--- src/rtl/fft_peak_detect_if.sv ---
// fft_peak_detect_if: FFT output bus carrying a 16-bin frame and the peak-detect results
interface fft_peak_detect_if;
  logic fft_valid;
  logic [15:0][31:0] fft_d;
  logic done;
  logic [3:0] freq;
  logic [31:0] max_mag;
  logic busy;
  logic overrun;
  modport master (output fft_valid, fft_d, input done, freq, max_mag, busy, overrun);
  modport slave (input fft_valid, fft_d, output done, freq, max_mag, busy, overrun);
endinterface

--- src/rtl/fft_peak_detect.sv ---
// fft_peak_detect: double-buffered 16-bin power scan reporting the strongest bin
module fft_peak_detect #(
  parameter bit SKIP_DC = 1'b0
) (
  input logic clk,
  input logic rst,
  fft_peak_detect_if.slave bus
);
  typedef enum logic {IDLE, CALC} state_t;
  state_t state;
  logic [15:0][31:0] cap, work;
  logic pending;
  logic [3:0] idx, best_idx, nxt_idx;
  logic [31:0] best_mag, nxt_mag, mag;
  logic signed [15:0] re, im;
  logic signed [31:0] re_sq, im_sq;
  logic cand;
  // power of the bin under scan and the running-best candidate after it
  always_comb begin
    re = work[idx][31:16];
    im = work[idx][15:0];
    re_sq = re * re;
    im_sq = im * im;
    mag = $unsigned(re_sq) + $unsigned(im_sq);
    cand = (mag > best_mag) && !(SKIP_DC && idx == 4'd0);
    nxt_mag = cand ? mag : best_mag;
    nxt_idx = cand ? idx : best_idx;
  end
  // capture bank always takes the newest frame
  always_ff @(posedge clk)
    if (bus.fft_valid) cap <= bus.fft_d;
  // work bank snapshots the capture bank as a scan starts
  always_ff @(posedge clk)
    if (state == IDLE && pending) work <= cap;
  // scan FSM, pending/overrun tracking and registered results
  always_ff @(posedge clk) begin
    if (rst) begin
      state <= IDLE;
      pending <= 1'b0;
      idx <= 4'd0;
      best_idx <= 4'd0;
      best_mag <= 32'd0;
      bus.done <= 1'b0;
      bus.freq <= 4'd0;
      bus.max_mag <= 32'd0;
      bus.busy <= 1'b0;
      bus.overrun <= 1'b0;
    end else begin
      bus.done <= 1'b0;
      bus.overrun <= bus.fft_valid && pending && state == CALC;
      pending <= bus.fft_valid || (pending && state == CALC);
      if (state == IDLE) begin
        if (pending) begin
          state <= CALC;
          idx <= 4'd0;
          best_mag <= 32'd0;
          best_idx <= SKIP_DC ? 4'd1 : 4'd0;
          bus.busy <= 1'b1;
        end
      end else begin
        best_mag <= nxt_mag;
        best_idx <= nxt_idx;
        idx <= idx + 4'd1;
        if (idx == 4'd15) begin
          state <= IDLE;
          bus.busy <= 1'b0;
          bus.done <= 1'b1;
          bus.freq <= nxt_idx;
          bus.max_mag <= nxt_mag;
        end
      end
    end
  end
endmodule

--- src/flat_wrapper.sv ---
// flat-port wrapper written by rule: the top's interface ports become plain ports
module fft_peak_detect_flat 
#(
  parameter bit SKIP_DC = 1'b0
)
  (clk, rst, bus_fft_valid, bus_fft_d, bus_done, bus_freq, bus_max_mag, bus_busy, bus_overrun);
  fft_peak_detect_if bus_i ();
  input logic clk;
  input logic rst;
  input wire logic [$bits(bus_i.fft_valid)-1:0] bus_fft_valid;
  input wire logic [$bits(bus_i.fft_d)-1:0] bus_fft_d;
  output wire logic [$bits(bus_i.done)-1:0] bus_done;
  output wire logic [$bits(bus_i.freq)-1:0] bus_freq;
  output wire logic [$bits(bus_i.max_mag)-1:0] bus_max_mag;
  output wire logic [$bits(bus_i.busy)-1:0] bus_busy;
  output wire logic [$bits(bus_i.overrun)-1:0] bus_overrun;
  assign bus_i.fft_valid = bus_fft_valid;
  assign bus_i.fft_d = bus_fft_d;
  assign bus_done = bus_i.done;
  assign bus_freq = bus_i.freq;
  assign bus_max_mag = bus_i.max_mag;
  assign bus_busy = bus_i.busy;
  assign bus_overrun = bus_i.overrun;
  fft_peak_detect #(.SKIP_DC(SKIP_DC)) u_core (.clk(clk), .rst(rst), .bus(bus_i));
endmodule
--- config.mk ---
export PLATFORM = sky130hd
export DESIGN_NAME = fft_peak_detect_flat
export DESIGN_NICKNAME = d
export VERILOG_FILES = /design/src/rtl/fft_peak_detect_if.sv /design/src/rtl/fft_peak_detect.sv /design/src/flat_wrapper.sv
export SDC_FILE = /design/constraint.sdc
export NUM_CORES = 2
export LEC_CHECK = 0
export BUFFER_PORTS_ARGS = -buffer_cell sky130_fd_sc_hd__buf_4
export CORE_MARGIN = 2
export CORE_UTILIZATION = 50
export DETAILED_ROUTE_END_ITERATION = 8
export GPL_ROUTABILITY_DRIVEN = 0
export PLACE_DENSITY = 0.76
export SLEW_MARGIN = 20
export SYNTH_ARGS = -nofsm -noshare
export SYNTH_HDL_FRONTEND = slang
export SYNTH_SLANG_ARGS = --single-unit
export TNS_END_PERCENT = 10
--- constraint.sdc ---
create_clock -name clk -period 15.2 [get_ports clk]
set_input_delay 2.28 -clock clk [delete_from_list [all_inputs] [get_ports clk]]
set_output_delay 2.28 -clock clk [all_outputs]
set_load 0.01 [all_outputs]
# [Word level (Yosys, flattened, before mapping)]
# Cells that the tools add are included.
[word_totals] input_bits=515 elab_cells=76 output_inout_bits=39 register_bits=1105
[classes] n_mux=16 bitwise_logic=1 add_sub_neg=2 n_lt_le_gt_ge=2 reduce_logical=9 multipliers=2 eq_ne=2
[op_table] cell="binary-select mux 32 bit (select 4 bit)" n=1
[op_table] cell="two-way mux 32 bit" n=4
[op_table] cell="multiplier 16 x 16 -> 32 bit" n=2
[op_table] cell="adder 32 bit" n=1
[op_table] cell="greater-than comparator 32 bit" n=1
[op_table] cell="two-way mux 4 bit" n=4
[op_table] cell="two-way mux 1 bit" n=7
[op_table] cell="< comparator 4 x 5 -> 1 bit, second input constant" n=1
[op_table] cell="adder 4 x 1 -> 4 bit, second input constant" n=1
[op_table] cell="== test 4 bit, second input constant" n=1
[op_table] cell="logical AND 1 bit" n=4
[op_table] cell="AND reduction 2 bit" n=2
[op_table] cell="!= test 2 bit, second input constant" n=1
[op_table] cell="nonzero test 2 bit" n=1
[op_table] cell="OR reduction 2 bit" n=1
[op_table] cell="logical OR 1 bit" n=1
[op_table] cell="NOT 1 bit" n=1

# [Longest topological paths before layout]
[logic_depth] depth_word=7 depth_mapped=48 ltp_nobuf=40

# [Worst setup path before layout]
# OpenSTA, ideal clock, no wires.
[synth_timing] path_type="reg-to-reg" from="register u_core.state" to="register u_core.work[0] in the netlist's numbering, enable pin" required_time_ps=14125 setup_ps=1075 arrival_ps=14846 path_slack_ps=-721 path_stages_with_launch=6 path_buffers=3 period_less_slack_ps=15921 cell_sequence="dfxtp_1 -> clkbuf_1 -> nand2b_1 -> clkbuf_1 -> inv_1 -> clkbuf_1"
[synth_between] elab_chain_len=2
[synth_lines] item="from (decl)" line="fft_peak_detect.sv:10" rtl="state_t state;"
[synth_lines] item="from (signal assigned)" line="fft_peak_detect.sv:38" rtl="state <= IDLE;"
[synth_lines] item="from (signal assigned)" line="fft_peak_detect.sv:54" rtl="state <= CALC;"
[synth_lines] item="from (signal assigned)" line="fft_peak_detect.sv:65" rtl="state <= IDLE;"
[synth_lines] item="NOT 1 bit" line="fft_peak_detect.sv:34" rtl="if (state == IDLE && pending) work <= cap;"
[synth_lines] item="logical AND 1 bit" line="fft_peak_detect.sv:34"
[synth_lines] item="to (signal assigned)" line="fft_peak_detect.sv:34"
[synth_lines] item="to (decl)" line="fft_peak_detect.sv:11" rtl="logic [15:0][31:0] cap, work;"
# Every way passes these cells.
# A chain may end at the register's enable or synchronous reset.

# [Final worst setup path]
[layout_timing] from="register u_core.idx[0]" to="register u_core.bus.max_mag[27]"
[layout_between] elab_chain_len=6 elab_cells_between_ends=9 cone_classes="1 x add/sub; 2 x mul; 1 x order compare; 1 x eq/ne; 3 x mux; 1 x reduce/logical"
[layout_lines] item="from (decl)" line="fft_peak_detect.sv:13" rtl="logic [3:0] idx, best_idx, nxt_idx;"
[layout_lines] item="from (signal assigned)" line="fft_peak_detect.sv:63" rtl="idx <= idx + 4'd1;"
[layout_lines] item="binary-select mux 32 bit (select 4 bit)" line="fft_peak_detect.sv:20, fft_peak_detect.sv:21"
[layout_lines] item="two-way mux 32 bit (implied by the code)" line="fft_peak_detect.sv:21" rtl="im = work[idx][15:0];"
[layout_lines] item="multiplier 16 x 16 -> 32 bit, on equally long branches" line="fft_peak_detect.sv:22, fft_peak_detect.sv:23"
[layout_lines] item="adder 32 bit" line="fft_peak_detect.sv:24" rtl="mag = $unsigned(re_sq) + $unsigned(im_sq);"
[layout_lines] item="greater-than comparator 32 bit" line="fft_peak_detect.sv:25" rtl="cand = (mag > best_mag) && !(SKIP_DC && idx == 4'd0);"
[layout_lines] item="two-way mux 32 bit" line="fft_peak_detect.sv:26" rtl="nxt_mag = cand ? mag : best_mag;"
[layout_lines] item="to (signal assigned)" line="fft_peak_detect.sv:69" rtl="bus.max_mag <= nxt_mag;"
[layout_lines] item="to (decl)" line="fft_peak_detect_if.sv:11" rtl="modport slave (input fft_valid, fft_d, output done, freq, max_mag, busy, overrun);"
# Parallel ways exist; a longest one is shown, timed or not. The select of a mux whose other input is x is not followed.

==> results.ini <==
[detailed_routing]
drtIter0Drc = 2756
routed_wl_mm = 135.0
via_count = 30680
drt_pre_antenna_iters = 7
viasPerCell = 5.265
post_drt_wl_per_cell_um = 23.16
remaining_drc_errors = 0
antenna_left = 0

[synthesis]
synth-edff-count = 1024
netlist_instances = 3648
synth_warnings = 0
ys_seq_area_share_pct = 57.30
synthDistinctLibCells = 72
synth_fp_nets = 4866
synth_area_mm2 = 0.05650
async_reset_ff_share_pct = 0
ys_ff_latch = 1105
ys.flop_type = edfxtp_1
ys_top_cells_by_area = edfxtp_1, fa_1, mux4_2, inv_1, ha_1
avgSynthCellArea_um2 = 15.49
yosysTopAreaCellShare_pct = 54.43
synth.largest_area_cell = edfxtp_1

[floorplanning]
die_w_um = 340.2
die_area_mm2 = 0.1157
num_rows = 123
core_area_mm2 = 0.1123
start_util_pct = 50.29
io-pin-count = 554
die_h_um = 340.2

[sta]
rsz0062_at_grt = false
hold_viol = 0
worstMarginPinSlew_ns = 1.021
drv_slew = 0
tns_ns = 0
min_period_ns = 12.41
timing.fmax_ghz = 0.08061
skew_ns = 0.07377
slew_headroom_pct = 31.92
setup-violations-final = 0
fin_crit_sh_pct = 81.62

[clock_network]
hold_buffers = 0
post_cts_buffers = 0
ctsResizeCount = 0
cts_tree = done
cts.path.max_buffers = 3
clkTransAtPathRegs_ns = 0.06
ctsHtreeMaxLevel = 3
cts-root-buf = clkbuf_16
clk_latency_ns = 0.72
clock-sinks = 1105
cts_buffers = 105

[setup_path]
required_ns = 15.80
crit_type = flip-flop to flip-flop
worstPathArrival_ns = 13.01
start_kind = flip-flop
r2r_start = u_core.idx[0]
rrSetupSlack_ns = 2.79
path_common_cell = fa_1
r2r_cells = 35
crit_slowest_cell = mux4_2
reg2reg_to = u_core.bus.max_mag[27]
path_max_fanout = 67
crit_path_end_kind = flip-flop
max_stage_delay_ns = 0.76

[min_path]
hold_depth = 0
min_from = u_core.cap[505]
whs_endpoint = u_core.work[505]
hold_class = flip-flop to flip-flop

[global_routing]
grt.busiest_layer = met2
grt_use_met1_pct = 29.87
grt_pass1_wl_mm = 202.1
grt_use_total_pct = 23.69
use_met2_pct = 40.87
grt_start_max_net_pins = 165
use_met3_pct = 4.172
grt_overflow = 0
grt_pass1_vias = 33330
antenna_found_initial = 26

[final_layout]
final_nets = 5434
syn_to_final_growth_pct = 16.18
mostFrequentLayoutCells = edfxtp_1, inv_1, buf_4
final_common_cell = edfxtp_1
drive_gt1_share_pct = 22.47
nFillCells = 8399

[outcome]
status = finished, final reports clean

[placed_design]
hpwlAfterDp_mm = 99.42
io_buffer_count = 553

[flow_run]
max-cap-violations = 0

-- final cells by class --
class | instances | area, um^2 | share of cell area, %
Tap cell | 1500 | 1877 | 2.859
Multi-Input combinational cell | 1724 | 20810 | 31.71
Antenna cell | 28 | 70.07 | 0.1067
Sequential cell | 1105 | 32390 | 49.34
Clock inverter | 63 | 676.9 | 1.031
Inverter | 702 | 2643 | 4.026
Clock buffer | 128 | 2724 | 4.150
Timing Repair Buffer | 578 | 4451 | 6.780
-- cell families after synthesis --
family	synth area share (%)
AO/OA/AOI/OAI	2.558
XOR/XNOR	0.8681
adder cells (fa/ha/maj)	22.46
buffers and inverters	5.869
flip-flops	57.30
multiplexers	6.666
AND/OR/NAND/NOR	4.279
-- worst max-delay path, delay by kind of cell (launching register included) --
family	cells	cell delay, ns
fa+ha+maj	10	5.11
buf+inv	8	1.85
simple gates	7	1.49
compound gates	7	1.38
mux	2	1.36
flops	1	0.69
xor+xnor	1	0.18
-- how the worst max path moves through the flow --
| stage | startpoint | to | slack [ns] | depth (start not counted) |
|---|---|---|---|---|
| floorplan | u_core.idx[0] | u_core.bus.max_mag[27] | 5.16 | 37 |
| global placement | u_core.idx[0] | u_core.bus.max_mag[27] | 2.89 | 35 |
| detailed placement | u_core.idx[0] | u_core.bus.max_mag[27] | 2.77 | 35 |
| CTS | u_core.idx[0] | u_core.bus.max_mag[27] | 2.83 | 35 |
| global route | u_core.idx[0] | u_core.bus.max_mag[29] | 2.05 | 35 |
| finish | u_core.idx[0] | u_core.bus.max_mag[27] | 2.79 | 35 |
-- registers in the layout (all words and copies together) (netlist names) --
signal and cells:
u_core.idx 4, u_core.bus.max_mag 32, u_core.bus.done 1, u_core.best_idx 4, u_core.bus.busy 1, u_core.pending 1, u_core.best_mag 32, u_core.state 1
u_core.bus.freq 4, u_core.bus.overrun 1, u_core.cap 512, u_core.work 512
-- per-layer routing --
metal | wire [um] | vias to the layer above
li1 | - | 13580
met1 | 50860 | 15650
met2 | 69470 | 1236
met3 | 9173 | 224
met4 | 5490 | 0
met5 | 0 | -
-- cell usage after synthesis (12+ instances only) --
cell / number
o21ai_0: 38
xnor2_1: 46
edfxtp_1: 1024
buf_6: 20
and2_1: 14
mux4_2: 145
nand3_1: 46
buf_2: 54
nor2_1: 190
a21oi_1: 53
dfxtp_1: 81
clkbuf_1: 31
mux2i_1: 32
o21a_1: 18
mux2_2: 16
nand2_1: 233
fa_1: 519
nor3_1: 16
inv_2: 46
a31oi_1: 22
inv_1: 655
a311oi_1: 12
a21o_1: 12
ha_1: 184
-- through the flow --
stage | instances | utilization (%) | setup slack [ns] | hold WS (ns) | instance area (um^2)
2_1_floorplan | 3648 | - | 5.160 | 0.4003 | 56500
3_3_place_gp | 5609 | 55.33 | 2.889 | 0.4002 | 62160
3_5_place_dp | 5609 | 55.33 | 2.767 | 0.4045 | 62160
4_1_cts | 5800 | 58.36 | 2.829 | 0.3831 | 65570
5_1_grt | 5827 | 58.42 | 2.050 | 0.3874 | 65640
6_report | 5828 | 58.43 | 2.794 | 0.3821 | 65640
Power is left out: the tool's default activity adds up to more than one toggle a clock period on the data nets, which glitch-free logic cannot reach.
